--- src/rtl/acc_pkg.sv ---
// Shared widths, tile length and state encoding for the accumulator tile arbiter.
package acc_pkg;

   localparam int DATA_WIDTH     = 32;
   localparam int NUM_REQ        = 4;
   localparam int REQ_ID_WIDTH   = 2;
   // Also sets the accumulator's NOP count, so tile length has one source.
   localparam int TILE_LEN       = 4;
   localparam int BEAT_CNT_WIDTH = 2;
   localparam int TAG_DEPTH      = 8;
   localparam int TAG_WIDTH      = 3;

   typedef enum logic {
      IDLE   = 1'b0,
      STREAM = 1'b1
   } state_e;

endpackage

--- src/rtl/acc_tag_fifo.sv ---
// Tag FIFO holding the lane ID of each granted tile until its result returns.
module acc_tag_fifo
   import acc_pkg::*;
#(
   parameter int IdWidth   = REQ_ID_WIDTH,
   parameter int Depth     = TAG_DEPTH,
   parameter int AddrWidth = TAG_WIDTH
) (
   input  logic               clk,
   input  logic               aclr,
   input  logic               sclr,
   input  logic               Push,
   input  logic [IdWidth-1:0] PushId,
   input  logic               Pop,
   output logic               Full,
   output logic               Empty,
   output logic [IdWidth-1:0] Head
);

   logic [IdWidth-1:0]   mem_q [Depth];
   logic [AddrWidth-1:0] wr_q, wr_d;
   logic [AddrWidth-1:0] rd_q, rd_d;
   logic [AddrWidth:0]   cnt_q, cnt_d;
   logic                 do_push, do_pop;

   assign Full  = (cnt_q == (AddrWidth+1)'(Depth));
   assign Empty = (cnt_q == '0);
   assign Head  = mem_q[rd_q];

   always_comb begin
      do_push = Push & ~Full;
      do_pop  = Pop & ~Empty;
      wr_d    = wr_q;
      rd_d    = rd_q;
      cnt_d   = cnt_q;
      if (do_push) wr_d = wr_q + 1'b1;
      if (do_pop)  rd_d = rd_q + 1'b1;
      unique case ({do_push, do_pop})
         2'b10:   cnt_d = cnt_q + 1'b1;
         2'b01:   cnt_d = cnt_q - 1'b1;
         default: cnt_d = cnt_q;
      endcase
   end

   always_ff @(posedge clk or posedge aclr) begin
      if (aclr) begin
         wr_q  <= '0;
         rd_q  <= '0;
         cnt_q <= '0;
      end else if (sclr) begin
         wr_q  <= '0;
         rd_q  <= '0;
         cnt_q <= '0;
      end else begin
         wr_q  <= wr_d;
         rd_q  <= rd_d;
         cnt_q <= cnt_d;
      end
   end

   // Storage needs no reset; occupancy alone decides what is valid.
   always_ff @(posedge clk) begin
      if (do_push && !sclr) mem_q[wr_q] <= PushId;
   end

endmodule

--- src/rtl/acc_tile_arbiter.sv ---
// Grants one lane per tile to a shared accumulator and tags results by lane.
// Define ACC_TILE_ARB_FIXED_PRIO_EN for fixed priority instead of round-robin.
module acc_tile_arbiter
   import acc_pkg::*;
#(
   parameter int DataWidth    = DATA_WIDTH,
   parameter int NumReq       = NUM_REQ,
   parameter int ReqIdWidth   = REQ_ID_WIDTH,
   parameter int TileLen      = TILE_LEN,
   parameter int BeatCntWidth = BEAT_CNT_WIDTH,
   parameter int TagDepth     = TAG_DEPTH,
   parameter int TagWidth     = TAG_WIDTH
) (
   input  logic                        clk,
   input  logic                        aclr,
   input  logic                        sclr,
   input  logic [NumReq-1:0]           ReqValid,
   input  logic [NumReq*DataWidth-1:0] ReqData,
   output logic [NumReq-1:0]           ReqRdy,
   output logic                        AccInValid,
   output logic [DataWidth-1:0]        AccInData,
   input  logic                        AccInRdy,
   input  logic                        AccOutValid,
   input  logic [DataWidth-1:0]        AccOutData,
   output logic                        AccOutRdy,
   output logic                        ResValid,
   output logic [DataWidth-1:0]        ResData,
   output logic [ReqIdWidth-1:0]       ResId,
   input  logic                        ResRdy,
   output logic                        Busy,
   output logic                        ErrOrphan
);

   state_e                  state_q, state_d;
   logic [ReqIdWidth-1:0]   grant_q, grant_d;
   logic [BeatCntWidth-1:0] beat_q, beat_d;
   logic                    err_q, err_d;
   logic                    sel_valid;
   logic [ReqIdWidth-1:0]   sel_id;
   logic                    tag_push, tag_pop;
   logic                    tag_full, tag_empty;
   logic [ReqIdWidth-1:0]   tag_head;

`ifdef ACC_TILE_ARB_FIXED_PRIO_EN
   always_comb begin
      sel_valid = 1'b0;
      sel_id    = '0;
      for (int i = NumReq - 1; i >= 0; i--) begin
         if (ReqValid[i]) begin
            sel_valid = 1'b1;
            sel_id    = ReqIdWidth'(i);
         end
      end
   end
`else
   logic [ReqIdWidth-1:0] last_q, last_d;

   // Descending scan so the lane nearest after last_q is written last.
   always_comb begin
      sel_valid = 1'b0;
      sel_id    = '0;
      for (int i = NumReq; i >= 1; i--) begin
         if (ReqValid[(int'(last_q) + i) % NumReq]) begin
            sel_valid = 1'b1;
            sel_id    = ReqIdWidth'((int'(last_q) + i) % NumReq);
         end
      end
   end
`endif

   always_comb begin
      state_d    = state_q;
      grant_d    = grant_q;
      beat_d     = beat_q;
      err_d      = err_q | (AccOutValid & tag_empty);
      tag_push   = 1'b0;
      ReqRdy     = '0;
      AccInValid = 1'b0;
      AccInData  = ReqData[grant_q*DataWidth +: DataWidth];
`ifndef ACC_TILE_ARB_FIXED_PRIO_EN
      last_d     = last_q;
`endif
      unique case (state_q)
         IDLE: begin
            if (sel_valid && !tag_full) begin
               grant_d  = sel_id;
               tag_push = 1'b1;
               state_d  = STREAM;
            end
         end
         STREAM: begin
            AccInValid       = ReqValid[grant_q];
            ReqRdy[grant_q]  = AccInRdy;
            if (AccInValid && AccInRdy) begin
               if (beat_q == BeatCntWidth'(TileLen - 1)) begin
                  beat_d  = '0;
                  state_d = IDLE;
`ifndef ACC_TILE_ARB_FIXED_PRIO_EN
                  last_d  = grant_q;
`endif
               end else begin
                  beat_d = beat_q + 1'b1;
               end
            end
         end
         default: state_d = IDLE;
      endcase
   end

   always_ff @(posedge clk or posedge aclr) begin
      if (aclr) begin
         state_q <= IDLE;
         grant_q <= '0;
         beat_q  <= '0;
         err_q   <= 1'b0;
      end else if (sclr) begin
         state_q <= IDLE;
         grant_q <= '0;
         beat_q  <= '0;
         err_q   <= 1'b0;
      end else begin
         state_q <= state_d;
         grant_q <= grant_d;
         beat_q  <= beat_d;
         err_q   <= err_d;
      end
   end

`ifndef ACC_TILE_ARB_FIXED_PRIO_EN
   always_ff @(posedge clk or posedge aclr) begin
      if (aclr)      last_q <= ReqIdWidth'(NumReq - 1);
      else if (sclr) last_q <= ReqIdWidth'(NumReq - 1);
      else           last_q <= last_d;
   end
`endif

   assign ResValid  = AccOutValid & ~tag_empty;
   assign ResData   = AccOutData;
   assign ResId     = tag_head;
   assign AccOutRdy = ResRdy & ~tag_empty;
   assign tag_pop   = ResValid & ResRdy;
   assign Busy      = (state_q == STREAM);
   assign ErrOrphan = err_q;

   acc_tag_fifo #(
      .IdWidth   (ReqIdWidth),
      .Depth     (TagDepth),
      .AddrWidth (TagWidth)
   ) u_tag_fifo (
      .clk    (clk),
      .aclr   (aclr),
      .sclr   (sclr),
      .Push   (tag_push),
      .PushId (grant_d),
      .Pop    (tag_pop),
      .Full   (tag_full),
      .Empty  (tag_empty),
      .Head   (tag_head)
   );

endmodule

--- config.mk ---
export PLATFORM = sky130hd
export DESIGN_NAME = acc_tile_arbiter
export DESIGN_NICKNAME = d
export VERILOG_FILES = /design/src/rtl/acc_pkg.sv /design/src/rtl/acc_tag_fifo.sv /design/src/rtl/acc_tile_arbiter.sv
export SDC_FILE = /design/constraint.sdc
export NUM_CORES = 1
export LEC_CHECK = 0
export BUFFER_PORTS_ARGS = -buffer_cell sky130_fd_sc_hd__buf_2
export CORE_AREA = 2 2 95 97
export CTS_BUF_LIST = sky130_fd_sc_hd__clkbuf_4 sky130_fd_sc_hd__clkbuf_8
export CTS_CLUSTER_DIAMETER = 150
export DETAILED_ROUTE_END_ITERATION = 6
export DIE_AREA = 0 0 97 99
export PLACE_DENSITY = 0.73
export SLEW_MARGIN = 10
export SYNTH_ARGS = -nofsm -noshare
export SYNTH_HDL_FRONTEND = slang
export SYNTH_HIERARCHICAL = 1
export SYNTH_SLANG_ARGS = --single-unit
export TNS_END_PERCENT = 100
--- constraint.sdc ---
create_clock -name clk -period 3.8 [get_ports clk]
set_clock_uncertainty 0.15 [all_clocks]
set_input_delay 0.76 -clock clk [delete_from_list [all_inputs] [get_ports clk]]
set_output_delay 0.76 -clock clk [all_outputs]
set_load 0.02 [all_outputs]
* Word-level counts from Yosys, hierarchy flattened
Memories as Yosys holds them, arrays and structs flattened. Index checks and enable logic that the tools add are counted.
Storage, ports and cells: register bits after elaboration 18, memory bits (writable) 16, output and inout bits 75, memories kept 1
Memory list:
- u_tag_fifo.mem_q | words 8, bits a word 2, read ports 1, clocked after memory_dff 0, write ports 1, line acc_tag_fifo.sv:20 | logic [IdWidth-1:0] mem_q [Depth];
Operators by class: add/sub/neg operators 9, order comparisons 6, equal/unequal tests 4, shift operators 1, multiplexer cells 52, bitwise operators 15, reductions and logical operators 19
Operator list (count):
- variable part select 128 x 8 -> 32 bit | 1
- two-way mux 2 bit | 15
- two-way mux 1 bit | 23
- < comparator 3 x 4 -> 1 bit (second input constant) | 4
- two-way mux 3 bit | 4
- binary-select mux 1 bit (select 2 bit) | 5
- nonzero test 2 bit | 5
- two-way mux 4 bit | 2
- case mux 4 bit (2 select lines) | 1
- OR reduction 2 bit | 4
- adder 2 x 1 -> 2 bit (second input constant) | 3
- adder 3 x 1 -> 3 bit (second input constant) | 2
- bitwise AND 1 bit | 6
- adder 2 bit (second input constant) | 2
- adder 4 x 1 -> 4 bit (second input constant) | 1
- bitwise AND 1 bit (first input constant) | 4
- bitwise AND 4 bit | 1
- equality test 2 bit (second input constant) | 2
- equality test 4 bit (second input constant) | 1
- logical AND 1 bit | 4
- logical NOT 4 bit | 1
- subtractor 4 x 1 -> 4 bit (second input constant) | 1
- < comparator 2 x 3 -> 1 bit (second input constant) | 1
- NOT 1 bit | 3
- other kinds (9) | 10

* Depth between registers and ports, before layout
Gate-level depths: netlist (run 1).
word-level depth 17, depth in mapped cells 13, mapped depth without buffers 10

* By module
Netlist (run 1), hierarchy kept.
By module, submodules not included:
- acc_tile_arbiter | times used 1, cells an instance 142, area each 1604.0 µm², seq. area each 202.7 µm²
- acc_tag_fifo | times used 1, cells an instance 100, area each 1318.8 µm², seq. area each 730.7 µm²

* Least setup slack after synthesis (run 1)
OpenSTA, ideal clock, no wires.
kind reg2reg, from register u_tag_fifo.cnt_q[0], to register u_tag_fifo.cnt_q[3], library setup time 104 ps, data arrival time 2971 ps, slack 575 ps, stages on the path, launching flop included 14, buffers on the path 3, path through dfrtp_1 -> buf_6 -> or4b_4 -> buf_6 -> inv_1 -> or2_2 -> nor2_1 -> clkbuf_1 -> a21oi_4 -> ha_1 -> a21oi_1 -> nand2_1 -> or4b_1 -> o311ai_1
Between the ends: cells in the longest elaborated chain, start to end 9, elaborated cells between the ends (all ways) 19, those cells by class add/sub (2); eq/ne (3); mux (4); bitwise (6); reduce/logical (4)
Ends and longest elaborated chain:
- from (decl) | line acc_tag_fifo.sv:23 | logic [AddrWidth:0] cnt_q, cnt_d;
- from (signal assigned) | line acc_tag_fifo.sv:57 | cnt_q <= cnt_d;
- equality test 4 bit (*) | line acc_tag_fifo.sv:26 | assign Full = (cnt_q == (AddrWidth+1)'(Depth));
- via tag_full | line acc_tile_arbiter.sv:41 | logic tag_full, tag_empty;
- logical NOT 1 bit (*) | line acc_tile_arbiter.sv:85 | if (sel_valid && !tag_full) begin
- logical AND 1 bit (*) | line acc_tile_arbiter.sv:85
- two-way mux 1 bit (*) | line acc_tile_arbiter.sv:85
- two-way mux 1 bit (*) | line acc_tile_arbiter.sv:83 | unique case (state_q)
- via tag_push | line acc_tile_arbiter.sv:40 | logic tag_push, tag_pop;
- bitwise AND 1 bit (*) | line acc_tag_fifo.sv:31 | do_push = Push & ~Full;
- equality test 2 x 1 -> 1 bit / equality test 2 bit (equally long branches) | line acc_tag_fifo.sv:38 | unique case ({do_push, do_pop})
- case mux 4 bit (2 select lines) | line acc_tag_fifo.sv:38
- two-way mux 4 bit | line acc_tag_fifo.sv:50 | end else if (sclr) begin
Mark *: on every way through the listed nets, which the timed path passes. The rest lies on a longest branch. A chain may end at the register's enable or synchronous reset.

* Worst setup path after layout (run 1)
Ends and elaborated chain as after synthesis.

==> flow_results.org, run 1 <==
** Global routing
- Entering global routing, the biggest net connects 39 pins.
- GRT met1 Usage :: 0.270
- After global routing the overflow that remains totals 0.
- The number of antenna violations at the first check in global routing came to 3.
- The layer flagged by global routing as most heavily used is met2.
- Global routing usage on met2 :: 0.357
- The first global-routing pass estimated around 16000 um of wire.
- For this run, the total global-route usage over all layers was measured as 0.223.
- Vias in the first global route :: 2803
- For this run, global-route usage on met3 was measured as 0.113.

** Yosys
- Library cells used by synthesis :: 46
- Top area cells in the synthesized netlist :: sky130_fd_sc_hd__mux4_2 28%, sky130_fd_sc_hd__edfxtp_1 16%, sky130_fd_sc_hd__dfrtp_1 14%
- Adder-cell share of the synthesized area :: 0.0283
- After synthesis, the largest family of logic cells by area is multiplexers.
- The largest total area in the synthesized netlist belongs to sky130_fd_sc_hd__mux4_2.
- A synthesized cell averages 12.1 sq um.
- Yosys printed 6 warnings.
- The portion of synthesized area spent on multiplexers is 0.321.
- The share of the Yosys chip area taken by registers is 0.319.
- The share of synthesized area in the top cell type comes to 0.277.
- The post-synthesis compound-gate area fraction is 0.0638.
- Of the total synthesized cell area, the portion taken by XOR and XNOR cells is 0.0180.
- Area fraction in and, or, nand and nor cells after synthesis :: 0.127
- Synthesis produced a netlist whose cell count is about 240.
- The synthesized design contains 34 register bits.
- Yosys mapped a number of flops with a built-in enable equal to 16.
- FFs w/ async S/R, synth :: 0.529
- The cell area that synthesis handed to floorplanning was 0.00292 sq mm.
- Ranked by instance count, the synthesized netlist is headed by 36 x sky130_fd_sc_hd__mux4_2, 34 x sky130_fd_sc_hd__buf_4, 33 x sky130_fd_sc_hd__nor2_1.
- Synthesis produced a netlist with a net count of 418.
- The most used flip-flop cell after synthesis is sky130_fd_sc_hd__edfxtp_1.
- The most common cell in the synthesized netlist is sky130_fd_sc_hd__mux4_2.

** Placement
- Post-Place Cells :: a little under 500
- Hpwl dp :: 9460 um
- Number of port buffers :: 180
- The congestion estimate from routability-driven global placement came to 0.935.

** STA
- Final total negative setup slack :: 0 ns
- Slew Limit Fails :: 0
- At the pin with the least slew margin, the transition time is 0.745 ns.
- Worst slew margin :: 0.498
- Setup repair after global routing left no endpoint under its margin.
- Subtracting the final worst setup slack from the clock period gives 3.16 ns.
- In the finished design, the share of the clock period the worst path needs comes to 0.833.
- Setup-failing EPs final :: 0
- Timing would allow up to roughly 0.32 GHz.
- Final hold violation count :: 0

** Worst setup path
- CP Capture Type :: register
- Endpoint of the most critical register-to-register path :: u_tag_fifo/cnt_q[3]$_DFFE_PP0P_
- For the worst setup path, the data arrival time is 3.20 ns.
- Depth of the worst register-to-register path :: 10
- Worst setup path endpoint :: u_tag_fifo/cnt_q[3]$_DFFE_PP0P_
- STA classifies the critical path startpoint as a register.
- Of all nets on the critical path, the largest fanout is 8.
- Req. time, crit path :: 3.83 ns
- The worst setup path is of the register to register kind.
- The startpoint identified for the worst register-to-register timing path is u_tag_fifo/cnt_q[0]$_DFFE_PP0P_.
- In this run the worst setup path begins at u_tag_fifo/cnt_q[0]$_DFFE_PP0P_.
- In this run the register-to-register setup slack is 0.64 ns.

** Layout
- Ratio of cells with drive above 1 in the final layout :: 0.627
- After the last flow step, the layout net total stands at ~560.
- Counting the fill cells in the layout gives 817.
- Final Instance Count excl. Fillers :: 496
- The area growth from synthesis to layout is 28.3%.
- Area of the multi-input gates :: 0.00163 sq mm
- Summing all flip-flop and latch instances after layout gives 935 sq um.

** Clocking
- Cts-stage hold buffer count :: 0
- Number of buffers added by the clock tree synthesis step :: 5
- Setup fix buffers added after clock tree synthesis :: 0
- In this run the deepest clock path goes through 2 buffers.
- Clock tree synthesis found a total of 34 sinks.
- After clock tree synthesis, the clock-pin slew on the worst setup and hold paths is 0.07 ns.
- TritonCTS clock tree :: built
- Once the clock tree was built, the resizer swapped 0 gates to a different size.
- Clock latency of the later-clocked register in the worst-skew pair :: approximately 0.29 ns
- Number of H-tree levels :: 2
- The tree is rooted in a sky130_fd_sc_hd__clkbuf_8.

** Routing
- Detail-routed net length per standard cell :: around 22 um
- For this run, the detailed router's first-pass iteration total came to 4.
- Number of violations reported at the end of detailed-routing iteration 0 :: 153
- Total via count after detailed routing :: 2660
- Post-route DRC :: 0
- Using the TritonRoute via totals, the vias-per-cell ratio works out to 5.36.
- Antenna Nets Post-Route :: 0
- Total wire length :: 11000 um

** Die
- Pin placement for this block handled approximately 250 I/O pins.
- Chip Height :: between 90 and 100 um
- The core region is ~0.0086 sq mm.
- From left edge to right edge, the die measures 97 um.
- Row count :: 34
- Die Outline Area :: 0.00960 sq mm
- Initial Utilization :: 0.342

** Pwr
- Overall power consumption after layout is estimated at 1390 uW.
- For this design the ratio of total power to cell area is 370 mW/mm^2.
- The analysis attributes to cell leakage a power of 0.00171 uW.
- VDD sags by at most 0.124 mV.

** Outcome
- The run finished with clean final reports.

** Run
- Across the run, the number of max-cap violations was 0.

** Worst hold path
- Kind of path behind the tightest hold check :: input pin to async pin
-- metrics by stage --
step	utilization	instance area, sq um	hold slack [ns]	setup slack (ns)
4_1_cts	0.438	3750	0.285	0.641
3_3_place_gp	0.428	3660	0.329	0.648
5_1_grt	0.438	3750	0.308	0.470
6_report	0.439	3750	0.280	0.636
2_1_floorplan	-	2920	0.340	0.575
3_5_place_dp	0.428	3660	0.349	0.616
-- metal layers --
metal,up-vias,share of wire
met2,166,0.46
met4,2,0.012
met5,-,0.0013
met1,1298,0.39
li1,1170,-
met3,24,0.14
-- sequential cells by signal, indices dropped and copies added (netlist names) --
name	cells
beat_q	2
u_tag_fifo/wr_q	3
grant_q	2
last_q	2
ErrOrphan	1
u_tag_fifo/mem_q	16
u_tag_fifo/rd_q	3
u_tag_fifo/cnt_q	4
Busy	1
-- worst min path at each step --
stage / slack [ns] / from / cells past startpoint / to
finish: 0.28 / aclr / 2 / grant_q[1]$_DFF_PP0_
global route: 0.31 / aclr / 2 / grant_q[1]$_DFF_PP0_
CTS: 0.28 / aclr / 2 / grant_q[1]$_DFF_PP0_
detailed placement: 0.35 / ErrOrphan$_DFF_PP0_ / 2 / ErrOrphan$_DFF_PP0_
global placement: 0.33 / ErrOrphan$_DFF_PP0_ / 2 / ErrOrphan$_DFF_PP0_
floorplan: 0.34 / beat_q[1]$_DFFE_PP0P_ / 2 / beat_q[1]$_DFFE_PP0P_
-- where the power goes --
group / internal (uW) / switching (uW) / total (uW) / leakage [uW]
sequential: 429 / 60.7 / 490 / 0.000382
clock: 125 / 133 / 258 / 0.0000416
combinational: 293 / 348 / 641 / 0.00129
total: 847 / 541 / 1390 / 0.00171
-- placed cells by master, fill, tap and decap left out, drive strengths merged, types with 3 or more instances in the layout --
cell      n
clkbuf    5
nand2b    6
nor2b     4
nor3      6
xnor2     3
a211oi    3
buf     183
mux4     36
a21oi     8
inv       7
xor2      3
nand2     6
nor2     33
ha        5
edfxtp   16
mux2i    10
dfrtp    16
nand3     6
-- cell families after synthesis --
logic type / Yosys count
flip-flops: 34
AO/OA/AOI/OAI: 21
AND/OR/NAND/NOR: 73
adder cells (fa/ha/maj): 6
multiplexers: 48
buffers and inverters: 54
XOR/XNOR: 6
-- critical path, stage by stage (launching register included) --
cell and delay, ns:
sky130_fd_sc_hd__dfrtp_1 0.50, sky130_fd_sc_hd__or4b_4 0.66, sky130_fd_sc_hd__inv_1 0.11, sky130_fd_sc_hd__or2_2 0.13
sky130_fd_sc_hd__nor2_1 0.08, sky130_fd_sc_hd__a21oi_4 0.21, sky130_fd_sc_hd__ha_1 0.29, sky130_fd_sc_hd__a21oi_1 0.25
sky130_fd_sc_hd__nand2_1 0.10, sky130_fd_sc_hd__or4b_1 0.50, sky130_fd_sc_hd__o311ai_1 0.09
-- layout make-up --
cell class | instances | area share
diodes | 2 | 0.00133
clock inverters | 3 | 0.00434
flip-flops and latches | 34 | 0.249
clock buffers | 5 | 0.0183
multi-input cells | 154 | 0.434
repair buffers | 183 | 0.249
well taps | 108 | 0.0360
inverters | 7 | 0.00700
Power figures use the tool's default switching activity.
==> run 2: changes to the inputs <==
--- a/config.mk
+++ b/config.mk
@@ -5,13 +5,14 @@
 export SDC_FILE = /design/constraint.sdc
 export NUM_CORES = 1
 export LEC_CHECK = 0
+export ABC_AREA = 1
 export BUFFER_PORTS_ARGS = -buffer_cell sky130_fd_sc_hd__buf_2
-export CORE_AREA = 2 2 95 97
+export CORE_AREA = 2 2 96 98
 export CTS_BUF_LIST = sky130_fd_sc_hd__clkbuf_4 sky130_fd_sc_hd__clkbuf_8
 export CTS_CLUSTER_DIAMETER = 150
 export DETAILED_ROUTE_END_ITERATION = 6
-export DIE_AREA = 0 0 97 99
-export PLACE_DENSITY = 0.73
+export DIE_AREA = 0 0 98 100
+export PLACE_DENSITY = 0.74
 export SLEW_MARGIN = 10
 export SYNTH_ARGS = -nofsm -noshare
 export SYNTH_HDL_FRONTEND = slang
==> constraint.sdc (replaced) <==
create_clock -name clk -period 3.22 [get_ports clk]
set_clock_uncertainty 0.15 [all_clocks]
set_input_delay 0.644 -clock clk [delete_from_list [all_inputs] [get_ports clk]]
set_output_delay 0.644 -clock clk [all_outputs]
set_load 0.02 [all_outputs]
==> run 2 against run 1 <==
  * Wire length grew 17%
  * First-iteration DRC count up 56%
  * Total power up 49%
  * Critical path depth fell by 4
  * Final cell count rose by 39%
  * Largest cell class unchanged
  * Highest routed layer is now met4
==> flow_results.org, run 2 <==
** Yosys
- Cell types with the highest counts after synthesis :: 108 x sky130_fd_sc_hd__nand3_1, 81 x sky130_fd_sc_hd__nand2_1, 33 x sky130_fd_sc_hd__a22oi_1 (was 36 x sky130_fd_sc_hd__mux4_2, 34 x sky130_fd_sc_hd__buf_4, 33 x sky130_fd_sc_hd__nor2_1)
- Syn_area_per_cell :: 7.12 sq um (was 12.1 sq um)
- The number of nets produced by synthesis was 613 (was 418).
- Most area-hungry cell type in the Yosys netlist :: sky130_fd_sc_hd__nand3_1 (was sky130_fd_sc_hd__mux4_2)
- Top area cells in the synthesized netlist :: sky130_fd_sc_hd__nand3_1 17%, sky130_fd_sc_hd__edfxtp_1 15%, sky130_fd_sc_hd__dfrtp_1 13% (was sky130_fd_sc_hd__mux4_2 28%, sky130_fd_sc_hd__edfxtp_1 16%, sky130_fd_sc_hd__dfrtp_1 14%)
- The share of synthesized registers carrying an async set or reset came to 0.529 (unchanged).
- Leading cell type by number of instances after synthesis :: sky130_fd_sc_hd__nand3_1 (was sky130_fd_sc_hd__mux4_2)
- The flip-flop and latch count after synthesis is 34 (unchanged).
- The proportion of netlist area held by the largest area contributor was 0.174 (was 0.277).
- The number of flops mapped to enable cells by yosys was 16 (unchanged).
- The post-synthesis instance area is 0.00311 sq mm (was 0.00292 sq mm).
- Library cells used by synthesis :: 34 (was 46)
- Synth Warn # :: 6 (unchanged)
- Most used flip-flop cell after synthesis :: sky130_fd_sc_hd__edfxtp_1 (unchanged)
- The post-synthesis cell count is 437 (was 242).
- Sequential-to-total area share from yosys stat :: 0.300 (was 0.319)

** Worst setup path
- CP Capture Type :: output port (was register)
- Arrival time of data at the critical path endpoint :: 1.98 ns (was 3.20 ns)
- Ordered list of cells on the worst path :: inv_2 > nor2_4 > buf_4 > a22oi_1 > nand3_1 > buf_2 (was or4b_4 > inv_1 > or2_2 > nor2_1 > a21oi_4 > ha_1 > a21oi_1 > nand2_1 > or4b_1 > o311ai_1)
- Launching instance or port of the critical path :: grant_q[0]$_DFF_PP0_ (was u_tag_fifo/cnt_q[0]$_DFFE_PP0P_)
- The data required time of the worst path came to 2.43 ns (was 3.83 ns).
- Worst reg2reg setup slack :: 0.50 ns (was 0.64 ns)
- Number of cells on the critical path :: 6 (was 10)
- Buffers and inverters on the worst path :: 3 (was 1)
- The worst setup path endpoint is AccInData[28] (was u_tag_fifo/cnt_q[3]$_DFFE_PP0P_).
- Library cell contributing the largest single delay on the critical path :: sky130_fd_sc_hd__dfrtp_1 (was sky130_fd_sc_hd__or4b_4)
- The worst reg-to-reg path cell count came to 20 (was 10).
- The cell type group with the largest total delay on the critical path is buffers and inverters (was simple AND/OR/NAND/NOR gates).
- The critical path class was register to output port (was register to register).
- Endpoint of the most critical register-to-register path :: u_tag_fifo/cnt_q[3]$_DFFE_PP0P_ (unchanged)
- The largest fanout of any net on the critical path came to 32 (was 8).
- The largest incremental delay on the critical path was 0.48 ns (was 0.66 ns).
- Critical Path Source Type :: register (unchanged)
- Critical R2R Launch :: last_q[0]$_DFFE_PP1P_ (was u_tag_fifo/cnt_q[0]$_DFFE_PP0P_)

** STA
- Slew Limit Fails :: 0 (unchanged)
- Fin crit share :: 0.862
- Min Tclk post-route :: around 2.8 ns
- Actual slew at the worst max-slew pin :: 0.435 ns (was 0.745 ns)
- The final hold violation count came to 0 (unchanged).
- Setup repair after global routing missed its margin: false (unchanged).
- The worst-case headroom to the max-slew limit was 0.710 (was 0.498).
- Setup-failing EPs final :: 0 (unchanged)
- F_max :: 0.360 GHz
- Final total negative setup slack :: 0 ns (unchanged)

** Die
- Horizontal die dimension :: 98 um (was 97 um)
- The vertical die dimension was 100 um (was 99 um).
- The total I/O pin count came to 245 (unchanged).
- Initial Utilization :: 0.350 (was 0.342)
- Die Outline Area :: 0.00980 sq mm (was 0.00960 sq mm)
- Placeable Area :: 0.00889 sq mm (was 0.00855 sq mm)
- The number of core rows is 35 (was 34).

** Clocking
- Clock input transition at the sequential cells of the worst setup and hold paths :: 0.07 ns (about the same)
- Setup fix buffers added after clock tree synthesis :: 0 (unchanged)
- The number of buffers inserted during clock tree synthesis is 5 (unchanged).
- The number of buffers inserted by hold repair at cts came to 0 (unchanged).
- Maximum count of clock buffers along a single path :: 2 (unchanged)
- Post-cts repair resize count :: 0 (unchanged)
- Cell at the root of the clock tree :: sky130_fd_sc_hd__clkbuf_8 (unchanged)
- TritonCTS clock tree :: built (unchanged)
- The clock sink count came to 34 (unchanged).
- Clock latency of the later-clocked register in the worst-skew pair :: 0.29 ns (about the same)
- The level count of the clock H-tree is 2 (unchanged).

** Run
- Number of violations of the max-capacitance limit :: 0 (unchanged)

** Layout
- The final instance area was 0.00399 sq mm (was 0.00375 sq mm).
- The most common cell after layout, fill and taps aside is sky130_fd_sc_hd__buf_2 (unchanged).
- Biggest registers after layout: u_tag_fifo/mem_q: 16 flops, u_tag_fifo/cnt_q: 4 flops (unchanged).
- The flip-flop count of the largest register after layout is 16 (unchanged).
- The final net count was 750 (was 561).
- Leading cell types in the layout, fill and taps excluded :: 180 x sky130_fd_sc_hd__buf_2, 108 x sky130_fd_sc_hd__nand3_1, 81 x sky130_fd_sc_hd__nand2_1 (was 180 x sky130_fd_sc_hd__buf_2, 36 x sky130_fd_sc_hd__mux4_2, 33 x sky130_fd_sc_hd__nor2_1)
- Top reg by flops :: u_tag_fifo/mem_q (unchanged)
- Area grow syn2layout :: 28.1% (was 28.3%)
- The share of layout cells above drive strength 1 came to 0.402 (was 0.627).

** Routing
- Vias per cell :: 5.22 (was 5.36)
- The detailed-route DRC error count was 0 (unchanged).
- The detailed-route wire length per cell was 18.7 um (was 22.1 um).
- Antenna Nets Post-Route :: 0 (unchanged)
- Total wire length :: 12900 um (was 11000 um)
- The number of detailed-route iterations in the first pass came to 5 (was 4).
- Number of violations reported at the end of detailed-routing iteration 0 :: 239 (was 153)
- The total number of vias came to 3592 (was 2660).

** Global routing
- First-pass GRT wire length :: 18500 um (was 16000 um)
- The number of antenna violations at the first check in global routing is 2 (was 3).
- Maximum number of pins on one net before global-route repair :: 36 (was 39)
- The global-route total usage across every layer was 0.247 (was 0.223).
- Vias in the first global route :: 3266 (was 2803)
- Gr ovfl total :: 0 (unchanged)

** Outcome
- Run status: finished, final reports clean (unchanged).

** Pwr
- Peak ir drop on the vdd network :: 0.309 mV (was 0.124 mV)
- The leakage power was 0.00205 uW (was 0.00171 uW).
- Power density over cell area :: 520 mW/mm^2 (was 370 mW/mm^2)

** Placement
- The cell area reported after detailed placement is 0.00384 sq mm (was 0.00366 sq mm).
- Hpwl dp :: 10700 um (was 9460 um)
- Final weighted congestion of routability-driven global placement :: 0.903 (was 0.935)
- The number of I/O port buffers was 180 (unchanged).

** Worst hold path
- Kind of path behind the tightest hold check :: input pin to async pin (unchanged)
## run 2: how the worst min path moves through the flow
stage,startpoint,end,cells after the start
final,aclr,beat_q[1]$_DFFE_PP0P_,2
after global routing,aclr,beat_q[1]$_DFFE_PP0P_,2
after CTS,aclr,beat_q[1]$_DFFE_PP0P_,2
after detailed placement,ErrOrphan$_DFF_PP0_,ErrOrphan$_DFF_PP0_,2
after global placement,ErrOrphan$_DFF_PP0_,ErrOrphan$_DFF_PP0_,2
after floorplan,aclr,Busy$_DFF_PP0_,1
## run 2: cell type report
type                    instances  area, sq um
multi-input cells             311         1690
flip-flops and latches         34          935
diodes                          2         5.00
clock inverters                 3         68.8
inverters                      36          140
repair buffers                186          946
well taps                     111          139
fillers                       960         4900
clock buffers                   5         68.8
## run 2: routing by layer
layer	up-vias	share of wire	GRT usage
li1	1740	-	-
met1	1659	0.38	0.293
met2	172	0.45	0.388
met3	21	0.15	0.140
met4	0	0.022	0.0652
met5	-	0	0
## run 2: metrics by stage
step / utilization / setup WS (ns) / cells / power [uW] / hold slack [ns]
finish: 0.449 / 0.444 / 688 / 2070 / 0.185
detailed placement: 0.433 / 0.405 / 678 / 1600 / 0.354
global route: 0.448 / 0.301 / 686 / 2200 / 0.202
floorplan: - / 0.738 / 437 / 1300 / 0.308
global placement: 0.433 / 0.513 / 678 / 1580 / 0.329
CTS: 0.448 / 0.481 / 686 / 2080 / 0.178
## run 2: cell families after synthesis
family                   Yosys count  share of synthesized area
AO/OA/AOI/OAI                     55                      0.122
flip-flops                        34                      0.300
adder cells (fa/ha/maj)            6                     0.0265
buffers and inverters             92                      0.158
AND/OR/NAND/NOR                  245                      0.377
XOR/XNOR                           1                    0.00282
multiplexers                       4                     0.0129
## run 2: power by group
group	leakage (uW)	switching [uW]	internal [uW]
sequential	0.000380	51.5	507
combinational	0.00160	691	351
clock	0.0000683	163	310
total	0.00205	906	1170
